--- src/rtl/rv_decode_stage.sv ---
// RV32I decode stage: field extraction, immediate generation, busy scoreboard and RAW stall.
// Optional DEC_WB_BYPASS_EN: a same-cycle writeback retire masks its busy bit in the hazard check.
module rv_decode_stage #(
  parameter int unsigned XLEN = 32,
  parameter int unsigned NREG = 32
) (
  input  logic            clk,
  input  logic            rst,
  input  logic            if_valid,
  output logic            if_ready,
  input  logic [31:0]     if_instr,
  input  logic [XLEN-1:0] if_pc,
  input  logic            flush,
  output logic            ex_valid,
  input  logic            ex_ready,
  output logic [XLEN-1:0] ex_pc,
  output logic [6:0]      ex_opcode,
  output logic [2:0]      ex_funct3,
  output logic            ex_funct7b5,
  output logic [4:0]      ex_rs1,
  output logic [4:0]      ex_rs2,
  output logic [4:0]      ex_rd,
  output logic [XLEN-1:0] ex_imm,
  output logic            ex_rd_wen,
  output logic            ex_illegal,
  input  logic            wb_valid,
  input  logic [4:0]      wb_rd,
  input  logic            wb_rd_wen
);

  typedef enum logic [6:0] {
    OPC_LUI    = 7'b0110111,
    OPC_AUIPC  = 7'b0010111,
    OPC_JAL    = 7'b1101111,
    OPC_JALR   = 7'b1100111,
    OPC_BRANCH = 7'b1100011,
    OPC_LOAD   = 7'b0000011,
    OPC_STORE  = 7'b0100011,
    OPC_IMM    = 7'b0010011,
    OPC_OP     = 7'b0110011,
    OPC_FENCE  = 7'b0001111,
    OPC_SYSTEM = 7'b1110011
  } opcode_e;

  logic [NREG-1:0] busy, busy_n, busy_chk;
  logic [XLEN-1:0] imm_d;
  logic [4:0]      rs1_d, rs2_d, rd_d;
  logic            legal, rs1_used, rs2_used, wen_op, rd_wen_d;
  logic            haz1, haz2, hazard, accept, issue;

  assign rs1_d = if_instr[19:15];
  assign rs2_d = if_instr[24:20];
  assign rd_d  = if_instr[11:7];

  always_comb begin
    imm_d    = '0;
    legal    = 1'b1;
    rs1_used = 1'b0;
    rs2_used = 1'b0;
    wen_op   = 1'b0;
    case (if_instr[6:0])
      OPC_LUI, OPC_AUIPC: begin
        imm_d  = {if_instr[31:12], 12'b0};
        wen_op = 1'b1;
      end
      OPC_JAL: begin
        imm_d  = {{12{if_instr[31]}}, if_instr[19:12], if_instr[20], if_instr[30:21], 1'b0};
        wen_op = 1'b1;
      end
      OPC_JALR, OPC_LOAD, OPC_IMM: begin
        imm_d    = {{20{if_instr[31]}}, if_instr[31:20]};
        rs1_used = 1'b1;
        wen_op   = 1'b1;
      end
      OPC_BRANCH: begin
        imm_d    = {{20{if_instr[31]}}, if_instr[7], if_instr[30:25], if_instr[11:8], 1'b0};
        rs1_used = 1'b1;
        rs2_used = 1'b1;
      end
      OPC_STORE: begin
        imm_d    = {{21{if_instr[31]}}, if_instr[30:25], if_instr[11:7]};
        rs1_used = 1'b1;
        rs2_used = 1'b1;
      end
      OPC_OP: begin
        rs1_used = 1'b1;
        rs2_used = 1'b1;
        wen_op   = 1'b1;
      end
      OPC_SYSTEM: imm_d = {{20{if_instr[31]}}, if_instr[31:20]};
      OPC_FENCE:  imm_d = '0;
      default:    legal = 1'b0;
    endcase
  end

  assign rd_wen_d = wen_op & (rd_d != 5'd0);

  always_comb begin
    busy_chk = busy;
`ifdef DEC_WB_BYPASS_EN
    if (wb_valid && wb_rd_wen) busy_chk[wb_rd] = 1'b0;
`endif
  end

  // The held bundle has not issued yet, so its rd is not in busy: compare directly.
  assign haz1 = rs1_used && (rs1_d != 5'd0) &&
                (busy_chk[rs1_d] || (ex_valid && ex_rd_wen && ex_rd == rs1_d));
  assign haz2 = rs2_used && (rs2_d != 5'd0) &&
                (busy_chk[rs2_d] || (ex_valid && ex_rd_wen && ex_rd == rs2_d));
  assign hazard = legal & (haz1 | haz2);

  assign if_ready = (!ex_valid || ex_ready) && !hazard && !flush;
  assign accept   = if_valid & if_ready;
  assign issue    = ex_valid & ex_ready & ~flush;

  // Clear applied before set so a newer producer on the same index stays pending.
  always_comb begin
    busy_n = busy;
    if (wb_valid && wb_rd_wen) busy_n[wb_rd] = 1'b0;
    if (issue && ex_rd_wen)    busy_n[ex_rd] = 1'b1;
    busy_n[0] = 1'b0;
  end

  always_ff @(posedge clk or negedge rst) begin
    if (!rst) begin
      busy        <= '0;
      ex_valid    <= 1'b0;
      ex_pc       <= '0;
      ex_opcode   <= '0;
      ex_funct3   <= '0;
      ex_funct7b5 <= 1'b0;
      ex_rs1      <= '0;
      ex_rs2      <= '0;
      ex_rd       <= '0;
      ex_imm      <= '0;
      ex_rd_wen   <= 1'b0;
      ex_illegal  <= 1'b0;
    end else begin
      busy <= busy_n;
      if (flush) begin
        ex_valid <= 1'b0;
      end else if (accept) begin
        ex_valid    <= 1'b1;
        ex_pc       <= if_pc;
        ex_opcode   <= if_instr[6:0];
        ex_funct3   <= if_instr[14:12];
        ex_funct7b5 <= if_instr[30];
        ex_rs1      <= rs1_d;
        ex_rs2      <= rs2_d;
        ex_rd       <= rd_d;
        ex_imm      <= legal ? imm_d : '0;
        ex_rd_wen   <= legal & rd_wen_d;
        ex_illegal  <= ~legal;
      end else if (ex_ready) begin
        ex_valid <= 1'b0;
      end
    end
  end

endmodule

--- config.mk ---
export PLATFORM = sky130hd
export DESIGN_NAME = rv_decode_stage
export DESIGN_NICKNAME = d
export VERILOG_FILES = /design/src/rtl/rv_decode_stage.sv
export SDC_FILE = /design/constraint.sdc
export NUM_CORES = 1
export LEC_CHECK = 0
export CAP_MARGIN = 20
export CORE_UTILIZATION = 53
export DETAILED_ROUTE_END_ITERATION = 6
export PLACE_DENSITY = 0.87
export REMOVE_ABC_BUFFERS = 1
export SKIP_LAST_GASP = 1
export SLEW_MARGIN = 20
export SYNTH_ARGS = -nofsm -noshare
export SYNTH_HDL_FRONTEND = slang
export SYNTH_SLANG_ARGS = --single-unit
--- constraint.sdc ---
create_clock -name clk -period 3.35 [get_ports clk]
set_input_delay 0.335 -clock clk [delete_from_list [all_inputs] [get_ports clk]]
set_output_delay 0.335 -clock clk [all_outputs]
set_load 0.005 [all_outputs]
Yosys cells after proc, flatten, opt, wreduce, memory -nomap -nowiden
Cells that the tools add are included.
{ "classes": {"order_cmp": 6, "eq_ne": 13, "n_mux": 19, "n_bitwise": 12, "n_reduce_logical": 30} }
{ "ops": {"columns": ["cell", "count"], "rows": [
  ["$pmux W32 S5", 1],
  ["$mux W32", 3],
  ["$and A32 B32 Y32", 1],
  ["$not A32 Y32", 1],
  ["$or A32 B32 Y32", 1],
  ["$eq A7 B7 Y1 const B", 4],
  ["$lt A5 B6 Y1 const B", 4],
  ["$eq A7 B6 Y1 const B", 3],
  ["$reduce_bool A5 Y1", 3],
  ["$eq A7 B5 Y1 const B", 2],
  ["$logic_and A1 B1 Y1", 13],
  ["$mux W1", 11],
  ["$reduce_or A11 Y1", 1],
  ["$bmux W1 S5", 2],
  ["$demux W1 S5", 2],
  ["$eq A5 B5 Y1", 2],
  ["$ge A5 B1 Y1 const B", 2],
  ["$eq A7 B2 Y1 const B", 1],
  ["$eq A7 B4 Y1 const B", 1],
  ["$reduce_or A7 Y1", 1],
  ["$and A1 B1 Y1", 6],
  ["$reduce_or A6 Y1", 1],
  ["$reduce_or A4 Y1", 1],
  ["$logic_not A1 Y1", 3],
  ["7 further kinds", 10]
]} }
{ "totals": {"reg_bits": 124, "out_inout_bits": 94, "word_cells": 92} }

Depth between registers and ports, before layout
Gate-level depths: netlist of the first run.
{ "depth": {"word_depth": 13, "depth_mapped": 11, "ltp_nobuf": 7} }

Worst setup path after synthesis of the first run
OpenSTA, ideal clock, no wires.
{ "synth_timing": {"kind": "input to register", "from": "input if_instr[20]", "to": "register ex_funct3[0]", "arrival_time_ps": 2296, "required_time_ps": 3225, "slack_ps": 929, "cell_stages": 10, "path_buffers": 3, "cell_sequence": "buf_6 > mux4_2 > a22oi_1 > a221o_1 > nand4_2 > a21boi_2 > o21a_4 > buf_12 > buf_12 > mux2_4"} }
{ "synth_between": {"elab_chain_cells": 11} }
{ "synth_rtl": {"columns": ["item", "line_no", "text"], "rows": [
  ["from (decl)", "11", "input logic [31:0] if_instr,"],
  ["$bmux W1 S5 or $eq A5 B5 Y1 (tied branches)", "109", "(busy_chk[rs2_d] || (ex_valid && ex_rd_wen && ex_rd == rs2_d));"],
  ["$mux W1 (not written as such) or $logic_and A1 B1 Y1 (tied branches)", "109", null],
  ["$logic_or A1 B1 Y1", "109", null],
  ["$logic_and A1 B1 Y1 (*)", "108", "assign haz2 = rs2_used && (rs2_d != 5'd0) &&"],
  ["$or A1 B1 Y1 (*)", "110", "assign hazard = legal & (haz1 | haz2);"],
  ["$and A1 B1 Y1 (*)", "110", null],
  ["$logic_not A1 Y1 (*)", "112", "assign if_ready = (!ex_valid || ex_ready) && !hazard && !flush;"],
  ["$logic_and A1 B1 Y1 (*) (2 in a row)", "112", null],
  ["$and A1 B1 Y1 (*)", "113", "assign accept = if_valid & if_ready;"],
  ["$reduce_and A2 Y1 (no source line) (*)", null, null],
  ["to (signal assigned)", "146", "ex_funct3 <= if_instr[14:12];"],
  ["to (decl)", "18", "output logic [2:0] ex_funct3,"]
]} }
Mark *: on every way between the ends. The rest lies on a longest branch, timed or not. The select of a mux whose other input is x is not followed.
A chain may end at the register's enable or synchronous reset.

Final worst setup path of the first run
{ "layout_timing": {"from": "input if_instr[15]", "to": "output if_ready"} }
{ "layout_between": {"elab_chain_cells": 9} }
{ "layout_rtl": {"columns": ["item", "line_no", "text"], "rows": [
  ["$bmux W1 S5 or $eq A5 B5 Y1 (tied branches)", "107", "(busy_chk[rs1_d] || (ex_valid && ex_rd_wen && ex_rd == rs1_d));"],
  ["$mux W1 (not written as such) or $logic_and A1 B1 Y1 (tied branches)", "107", null],
  ["$logic_or A1 B1 Y1", "107", null],
  ["$logic_and A1 B1 Y1 (*)", "106", "assign haz1 = rs1_used && (rs1_d != 5'd0) &&"],
  ["$or A1 B1 Y1 (*)", "110", null],
  ["$and A1 B1 Y1 (*)", "110", null],
  ["$logic_not A1 Y1 (*)", "112", null],
  ["$logic_and A1 B1 Y1 (*) (2 in a row)", "112", null],
  ["to (decl)", "10", "output logic if_ready,"]
]} }
Marks and branches as above.

==> impl_metrics.py, run 1 <==
metrics = {
    "placed_design": {
        "place.gp.congestion": 0.989,
        "portBuffers": 169,
        "dp_cells": 842,
        "place_hpwl_mm": 13.4,
    },
    "pwr": {
        "ir_drop_uv": 351,
        "p_per_area_nw_per_um2": 530,
        "leakage_nw": 3.71,
    },
    "cts": {
        "cts-hold-fix-buffers": 0,
        "clkLatencyLatePin_ns": 0.43,
        "clk_pin_slew_ns": 0.05,
        "post_cts_buffers": 0,
        "htree_levels": 4,
        "clock_sinks": 124,
        "cts_tree": "done",
        "clk_path_buf_depth": 2,
        "cts_resized": 0,
        "root_buffer": "clkbuf_16",
        "numCtsBuffers": 17,
    },
    "timing": {
        "fin_crit_ns": 3.20,
        "timing.fmax_mhz": 313,
        "worst_pin_slew_ns": 0.945,
        "fin_crit_sh": 0.955,
        "rsz0062_at_grt": "no",
        "slew_headroom": 0.370,
        "report.final.slew_viol_count": 0,
        "finalHoldViolations": 0,
        "finalClockSkew_ns": 0.0115,
        "finalSetupViolCount": 0,
        "finalSetupTns_ns": 0,
    },
    "floorplanning": {
        "rows": 39,
        "io_pins": 170,
        "die_h_um": 111,
        "start_util": 0.548,
        "fp.dieW_um": 111,
        "core_um2": 11500,
        "dieArea_um2": 12400,
    },
    "layout": {
        "fin_util": 0.758,
        "num_antenna_cells": 0,
        "nets": 794,
        "nFillCells": 718,
        "final_cell_mix": "clkdlybuf4s50_1 (168), dfrtp_1 (124), o21ai_0 (71)",
        "final-instance-count-excl-fill": 873,
        "final_common_cell": "clkdlybuf4s50_1",
        "syn_to_final_growth_pct": 38.2,
        "layout-drive-gt1-share": 0.188,
    },
    "route": {
        "wl_mm": 19.7,
        "antenna_left": 0,
        "drt_iter0_drc": 485,
        "dr.pass1.iters": 7,
        "drc_errors": 40,
        "avgRoutedWirePerCell_um": 22.6,
        "vias_per_cell": 6.03,
        "num_vias": 5267,
    },
    "global_route": {
        "grt_max_degree": 73,
        "antenna_found_initial": 0,
        "first_global_vias": 5403,
        "gr-total-overflow": 0,
        "grt_pass1_wl_mm": 30.9,
        "grt.total_usage": 0.333,
    },
    "yosys": {
        "synth-xor-area-share": 0.0139,
        "synth_compound_area_frac": 0.121,
        "synth_cell_types": 53,
        "syn_inst": 540,
        "synth_seq_area_share": 0.491,
        "ys_warn_count": 0,
        "synth.area.mux_share": 0.233,
        "syn_area_um2": 6310,
        "syn_avg_cell_area_um2": 11.7,
        "synth_simple_gate_area_frac": 0.0793,
        "synth-seq-cells": 124,
        "synth_top_family_by_area": "multiplexers",
        "synthAdderAreaFrac": 0,
    },
    "worst_setup_path": {
        "critPathMaxStageDelay_ns": 0.58,
        "worst_path_dominant_cell_family": "buffers and inverters",
        "crit_chain": "clkdlybuf4s50_1 -> buf_4 -> mux2_2 -> o22ai_1 -> a211o_1 -> a31oi_1 -> a21oi_1 -> nor2_1 -> a21oi_1 -> clkdlybuf4s50_1",
        "slowest_stage": "clkdlybuf4s50_1",
        "path_buf_inv": 3,
        "worst-r2r-setup-slack_ns": 0.78,
        "worstSetupPathType": "in2out",
        "worst_setup_path_end_kind": "primary output",
        "worstPathRequired_ns": 3.01,
        "start_kind": "input port",
        "critPathMaxFanout": 11,
        "cp.arrival_ns": 2.86,
    },
    "run": {
        "cap_viol_max_count": 0,
    },
    "outcome": {
        "violations": "DRC",
        "run_status": "complete, but fails checks",
    },
    "worst_hold_path": {
        "hp-class": "in2async",
    },
}
==> Yosys cell counts (all sizes together) <==
master	instances	area, um2
a211o	2	17.5
a211oi	4	30.0
a21boi	2	18.8
a21oi	28	140
a221o	2	20.0
a22o	5	43.8
a22oi	1	7.51
a2bb2oi	1	8.76
a31o	1	8.76
a31oi	2	12.5
and2	3	18.8
and3	4	25.0
buf	18	214
clkbuf	13	50.0
dfrtp	124	3100
inv	33	124
mux2	75	1000
mux2i	38	380
mux4	4	90.1
nand2	24	90.1
nand2b	3	18.8
nand3	6	30.0
nand3b	7	52.6
nand4	5	37.5
nor2	19	71.3
nor2b	8	50.1
nor3	4	20.0
nor3b	1	7.51
nor4	1	6.26
o2111ai	1	8.76
o211ai	1	7.51
o21a	1	15.0
o21ai	71	355
o221ai	1	8.76
o22ai	3	18.8
o31a	1	8.76
o31ai	1	7.51
o32ai	1	8.76
o41ai	1	16.3
or2	2	12.5
or3	3	18.8
or3b	3	26.3
or4	2	15.0
xnor2	8	70.1
xor2	2	17.5
==> kinds of logic (layout without fill, tap and decap cells) <==
family                    Yosys count  after routing
buffers and inverters              64            254
AOI/OAI and AO/OA                 130            130
muxes                             117            117
DFF                               124            124
and+or+nand+nor                    95             95
xor gates and xnor gates           10             10
==> area by class of cell <==
| cell class | count | area (um2) | share of cell area |
|---|---|---|---|
| repair buffers | 190 | 1930 | 0.222 |
| well taps | 143 | 179 | 0.0205 |
| multi-input cells | 352 | 2820 | 0.324 |
| clock inverters | 7 | 90.1 | 0.0103 |
| flip-flops and latches | 124 | 3100 | 0.356 |
| inverters | 33 | 124 | 0.0142 |
| clock buffers | 24 | 472 | 0.0541 |
==> registers in the layout, summed over array words and instances, names as in the netlist <==
signal / count
busy: 31
ex_funct3: 3
ex_funct7b5: 1
ex_illegal: 1
ex_imm: 32
ex_opcode: 7
ex_pc: 32
ex_rd: 5
ex_rd_wen: 1
ex_rs1: 5
ex_rs2: 5
ex_valid: 1
==> worst reg2reg max path, delay by kind of cell, from the launching register on <==
kind            cells  cell delay [ns]
compound gates      4             0.83
buf+inv             1             0.22
flops               1             0.42
mux                 2             0.88
simple gates        1             0.10
==> path summary, 6_finish.rpt <==
| path | cells past startpoint | end | start |
|---|---|---|---|
| worst max-delay path | 10 | if_ready | if_instr[15] |
| worst min-delay path | 1 | ex_pc[8] | rst |
| worst max register to register | 8 | ex_imm[1] | busy[23] |
| worst min register to register | 1 | ex_opcode[6] | ex_opcode[6] |
| max in group asynchronous | 2 | ex_imm[30] | rst |
| min in group clk | 1 | ex_opcode[6] | ex_opcode[6] |
==> stage by stage <==
stage	hold slack [ns]	setup slack, ns	area, um2	power [W]
6_report	0.0484	0.151	8730	0.00462
5_1_grt	0.121	0.0392	8730	0.00478
2_1_floorplan	0.0394	0.377	6050	0.00221
3_3_place_gp	0.489	0.150	8160	0.00280
3_5_place_dp	0.491	0.130	8160	0.00284
4_1_cts	0.0823	0.130	8730	0.00463
==> metal layers <==
| metal | routed length [um] | vias to the layer above | GRT usage |
|---|---|---|---|
| li1 | - | 2282 | - |
| met1 | 7780 | 2609 | 0.404 |
| met2 | 9560 | 312 | 0.541 |
| met3 | 1630 | 64 | 0.102 |
| met4 | 741 | 0 | 0.166 |
| met5 | 0 | - | 0 |
==> report_power, final <==
part	internal, W	switching [W]	total (W)
clock	0.00112	0.000649	0.00177
combinational	0.000648	0.000375	0.00102
sequential	0.00167	0.000156	0.00183
Power figures use the tool's default switching activity.
==> run 2, diff against run 1 <==
Settings changed: SKIP_CTS_REPAIR_TIMING set to 1.
==> results of run 2 <==
No change in the layout: final DEF, timing and power equal those of run 1.
